### src/rtl/fifo_burst_reader.sv
// Read-side burst engine for a first-word-fall-through FIFO: drains fixed-length
// bursts (or a timed-out partial burst) into a registered valid/ready stream.
module fifo_burst_reader #(
    parameter int DATA_WIDTH = 16,
    parameter int ADDR_WIDTH = 8,
    parameter int BURST_LEN  = 16,
    parameter int TIMEOUT    = 255
) (
    input  logic                  clk,
    input  logic                  rst,
    output logic                  fifo_rd_ena,
    input  logic [DATA_WIDTH-1:0] fifo_rd_dat,
    input  logic                  fifo_rd_empty,
    input  logic [ADDR_WIDTH:0]   fifo_dat_cnt,
    output logic                  m_valid,
    output logic [DATA_WIDTH-1:0] m_data,
    output logic                  m_first,
    output logic                  m_last,
    input  logic                  m_ready,
    output logic                  busy
);

    localparam int CNT_WIDTH   = ADDR_WIDTH + 1;
    localparam int TIMER_WIDTH = (TIMEOUT > 0) ? $clog2(TIMEOUT + 1) : 1;
    localparam logic [CNT_WIDTH-1:0]   BURST_CNT  = CNT_WIDTH'(BURST_LEN);
    localparam logic [CNT_WIDTH-1:0]   ONE_LEFT   = CNT_WIDTH'(1);
    localparam logic [TIMER_WIDTH-1:0] TIMER_LAST = TIMER_WIDTH'((TIMEOUT > 0) ? TIMEOUT - 1 : 0);
    localparam logic [TIMER_WIDTH-1:0] TIMER_ONE  = TIMER_WIDTH'(1);

    typedef enum logic [1:0] {
        IDLE  = 2'd0,
        FETCH = 2'd1,
        DRAIN = 2'd2
    } state_t;

    state_t                 state_reg;
    logic [TIMER_WIDTH-1:0] timer_reg;
    logic [CNT_WIDTH-1:0]   fetch_left_reg;
    logic                   first_pending_reg;

    logic load;
    logic accept;
    logic full_ready;
    logic flush_ready;

    // A new word may enter the output register when it is empty or being emptied.
    assign accept      = m_valid && m_ready;
    assign load        = (state_reg == FETCH) && (fetch_left_reg != '0) && !fifo_rd_empty
                         && (!m_valid || m_ready);
    assign fifo_rd_ena = load;
    assign busy        = (state_reg != IDLE);

    assign full_ready  = (fifo_dat_cnt >= BURST_CNT);
    // A zero count with a stale non-empty flag must not latch an empty burst.
    assign flush_ready = (TIMEOUT != 0) && !fifo_rd_empty && (fifo_dat_cnt != '0)
                         && (timer_reg == TIMER_LAST);

    always_ff @(posedge clk or posedge rst) begin
        if (rst) begin
            state_reg         <= IDLE;
            timer_reg         <= '0;
            fetch_left_reg    <= '0;
            first_pending_reg <= 1'b0;
            m_valid           <= 1'b0;
            m_data            <= '0;
            m_first           <= 1'b0;
            m_last            <= 1'b0;
        end else begin
            if (load) begin
                m_valid           <= 1'b1;
                m_data            <= fifo_rd_dat;
                m_first           <= first_pending_reg;
                m_last            <= (fetch_left_reg == ONE_LEFT);
                fetch_left_reg    <= fetch_left_reg - ONE_LEFT;
                first_pending_reg <= 1'b0;
            end else if (accept) begin
                m_valid <= 1'b0;
            end

            case (state_reg)
                IDLE: begin
                    if (full_ready) begin
                        fetch_left_reg    <= BURST_CNT;
                        timer_reg         <= '0;
                        first_pending_reg <= 1'b1;
                        state_reg         <= FETCH;
                    end else if (fifo_rd_empty) begin
                        timer_reg <= '0;
                    end else if (flush_ready) begin
                        fetch_left_reg    <= fifo_dat_cnt;
                        timer_reg         <= '0;
                        first_pending_reg <= 1'b1;
                        state_reg         <= FETCH;
                    end else if (TIMEOUT != 0) begin
                        timer_reg <= timer_reg + TIMER_ONE;
                    end
                end
                FETCH: begin
                    if (load && (fetch_left_reg == ONE_LEFT)) begin
                        state_reg <= DRAIN;
                    end
                end
                DRAIN: begin
                    if (accept && m_last) begin
                        state_reg <= IDLE;
                    end
                end
                default: begin
                    state_reg <= IDLE;
                end
            endcase
        end
    end

endmodule

### config.mk
export PLATFORM = sky130hd
export DESIGN_NAME = fifo_burst_reader
export DESIGN_NICKNAME = d
export VERILOG_FILES = /design/src/rtl/fifo_burst_reader.sv
export SDC_FILE = /design/constraint.sdc
export NUM_CORES = 1
export LEC_CHECK = 0
export CAP_MARGIN = 20
export CELL_PAD_IN_SITES_DETAIL_PLACEMENT = 0
export CELL_PAD_IN_SITES_GLOBAL_PLACEMENT = 1
export CORE_ASPECT_RATIO = 1.75
export CORE_MARGIN = 2
export CORE_UTILIZATION = 37
export DETAILED_ROUTE_END_ITERATION = 16
export PLACE_DENSITY_LB_ADDON = 0.1
export SLEW_MARGIN = 20
export SYNTH_ARGS = -nofsm -noshare
export SYNTH_HDL_FRONTEND = slang
export SYNTH_SLANG_ARGS = --single-unit
### constraint.sdc
create_clock -name clk -period 2.57 [get_ports clk]
set_input_delay 0.257 -clock clk [delete_from_list [all_inputs] [get_ports clk]]
set_output_delay 0.257 -clock clk [all_outputs]
set_load 0.03 [all_outputs]
==> run summary <==
outcome: complete, no violations
clock sink count: 39
asr flop ratio synth: 100%
Fin Setup TNS: 0 ns
Yosys cell types: 35
ys flop type: dfrtp_1
class of the most critical setup path: reg2out
Pwr Density: 1060 nW/um2
clock tree buffer depth: 2
hold_ws: 0.380 ns
fmax: 424 MHz
final clock skew: 0.00319 ns
synthesized flop and latch total: 39
# Post-CTS Setup Buffers: 0
Initial Utilization: 38.0%
area taken by multi-input logic gates: 857 um2
CTS tree: yes
critical path launch point type: register
Clock Pin Slew Worst Setup and Hold Paths: 0.07 ns
clk_lat worst skew: 0.28 ns
CTS hold repair buffers: 0
vias: 1514
CTS resizes: 0
TritonRoute pass-1 iters: 4
combinational share of power: 42.8%
worst min-delay path class: in2async
crit path cell chain: or2_0 > clkdlybuf4s50_1
Sw Share: 35.5%
commonest non-fill, non-tap cell in the layout: clkdlybuf4s50_1
Syn. warnings: 0
n_diodes: 0
VDD IR-drop max: 0.640 mV
All-Layer GR Usage: 15.3%
commonest non-fill, non-tap cells in the layout: 48 x clkdlybuf4s50_1, 39 x dfrtp_1, 18 x nand2_1, 18 x mux2_2
largest net degree at the start of global routing: 40
wire length per cell: 14.3 um
Max Cap Viol: 0
Required @ worst endpoint: 2.31 ns
Post-synth EDFFs: 0
Antenna Nets Post-Route: 0
Slew Viols, Final: 0
cells after synthesis: 173
DR DRC count: 0
Clk pwr share: 21.5%
Top Ports: 50
vias per cell: 5.26
Slew @ Worst Pin: 0.748 ns
sequential share of power: 35.7%
Reg-to-Reg Start: fetch_left_reg[0]$_DFF_PP0_
Tcrit/Tclk final: 91.8%
Cell Int Power: 1.77 mW
count of final hold-check violations: 0
NetSw: 0.975 mW
final layout net count: 267
die area: 5670 um2
Area Overhead vs Synth: 38.8%
Slew Limit Headroom: 50.2%
FP Rows: 34
crit path from: state_reg[0]$_DFFE_PP0P_
slowest CP cell: clkdlybuf4s50_1
final wirelength: 4.12 mm
peak fanout along the critical path: 14
post-DP HPWL: 3.10 mm
Final setup viols: 0
I/O Buffers: 49
RSZ-0062 raised after global routing: false
sequential-to-total area share from yosys stat: 52.1%
TritonCTS buffer count: 5
DRT iter0 DRCs: 17
first-pass GRT wire length: 6.83 mm
ratio of cells with drive above 1 in the final layout: 17.1%
number of global-route vias before repair: 1549
max reg flops: 16
Die W: 57.8 um
FF/Latch Area: 976 um2
Die H: 98.1 um
Leak: 1.11 nW
number of antenna violations at the first check in global routing: 0
largest stage delay on the critical path: 0.81 ns
minimum clock period: 2.36 ns
gr ovfl total: 0
CP Data Arrival Time: 2.10 ns
Core ar.: 4930 um2
synthesized area: 1870 um2
Synth Net Count: 207
GPL Wtd Cong: 0.825
Avg Inst Size Synth: 10.8 um2
CP endpoint kind: output port
root buf cell: clkbuf_8
H-tree depth: 2
number of fillers in the final layout: 483
==> Yosys cell counts (5+ instances only) <==
cell type  count  area share, %
dfrtp_1       39             52
o21ai_0        9            2.4
ha_1           5            3.3
nor2_1        12            2.4
a21oi_1        5            1.3
xor2_1         6            2.8
mux2_2        18             11
nor4_1         5            1.7
inv_1          7            1.4
nand3_1       12            3.2
nand2_1       18            3.6
==> routing by layer <==
layer / vias up / track usage, % / part of all wire [%]
li1: 731 / - / -
met1: 731 / 17.7 / 39
met2: 48 / 27.3 / 54
met3: 4 / 3.05 / 5.6
met4: 0 / 5.37 / 1.1
met5: - / 0 / 0
==> logic make-up (layout without fill, tap and decap cells) <==
| family | Yosys count | after routing | synth area share, % |
|---|---|---|---|
| and+or+nand+nor | 70 | 70 | 20.6 |
| DFF | 39 | 39 | 52.1 |
| AOI/OAI and AO/OA | 22 | 22 | 6.81 |
| muxes | 18 | 18 | 10.8 |
| buffers and inverters | 10 | 71 | 2.14 |
| xor gates and xnor gates | 9 | 9 | 4.21 |
| adders and majority gates | 5 | 5 | 3.34 |
==> power groups by stage <==
| stage | Sequential [mW] | Combinational [mW] | Clock [mW] |
|---|---|---|---|
| after global placement | 0.979 | 1.17 | 0 |
| after detailed placement | 0.992 | 1.19 | 0 |
| final | 0.981 | 1.18 | 0.592 |
| after floorplan | 1.25 | 0.451 | 0 |
| after CTS | 0.982 | 1.19 | 0.612 |
| after global routing | 1.02 | 1.26 | 0.635 |
==> path summary, 6_finish.rpt <==
| path | to | slack, ns | cells after the start |
|---|---|---|---|
| worst max-delay path | busy | 0.21 | 2 |
| worst min-delay path | m_data[13]$_DFFE_PP0N_ | 0.38 | 3 |
| worst max register to register | fetch_left_reg[1]$_DFF_PP0_ | 0.48 | 8 |
| worst min register to register | first_pending_reg$_DFF_PP0_ | 0.48 | 1 |
| max in group asynchronous | fetch_left_reg[0]$_DFF_PP0_ | 1.85 | 3 |
| min in group clk | first_pending_reg$_DFF_PP0_ | 0.48 | 1 |
==> worst max-delay path, delay by kind of cell (launching register included) <==
kind / cells / cell delay (ns)
buf+inv: 1 / 0.81
simple gates: 1 / 0.61
flops: 1 / 0.40
==> area by class of cell <==
| type | instances | area share, % |
|---|---|---|
| clock buffer | 6 | 2.79 |
| clock inverter | 2 | 2.31 |
| inverter | 7 | 1.01 |
| multi-input combinational | 124 | 33.0 |
| sequential | 39 | 37.5 |
| tap | 54 | 2.60 |
| timing repair buffer | 56 | 20.8 |
==> metrics by stage <==
stage,util (%),cells,cell area (um2),setup WS (ns),power [mW]
6_report,52.7,288,2600,0.210,2.75
5_1_grt,52.7,288,2600,0.0502,2.92
4_1_cts,52.7,288,2600,0.193,2.78
3_5_place_dp,50.0,280,2470,0.137,2.18
3_3_place_gp,50.0,280,2470,0.193,2.15
2_1_floorplan,-,173,1870,0.608,1.70
Power figures use the tool's default switching activity.
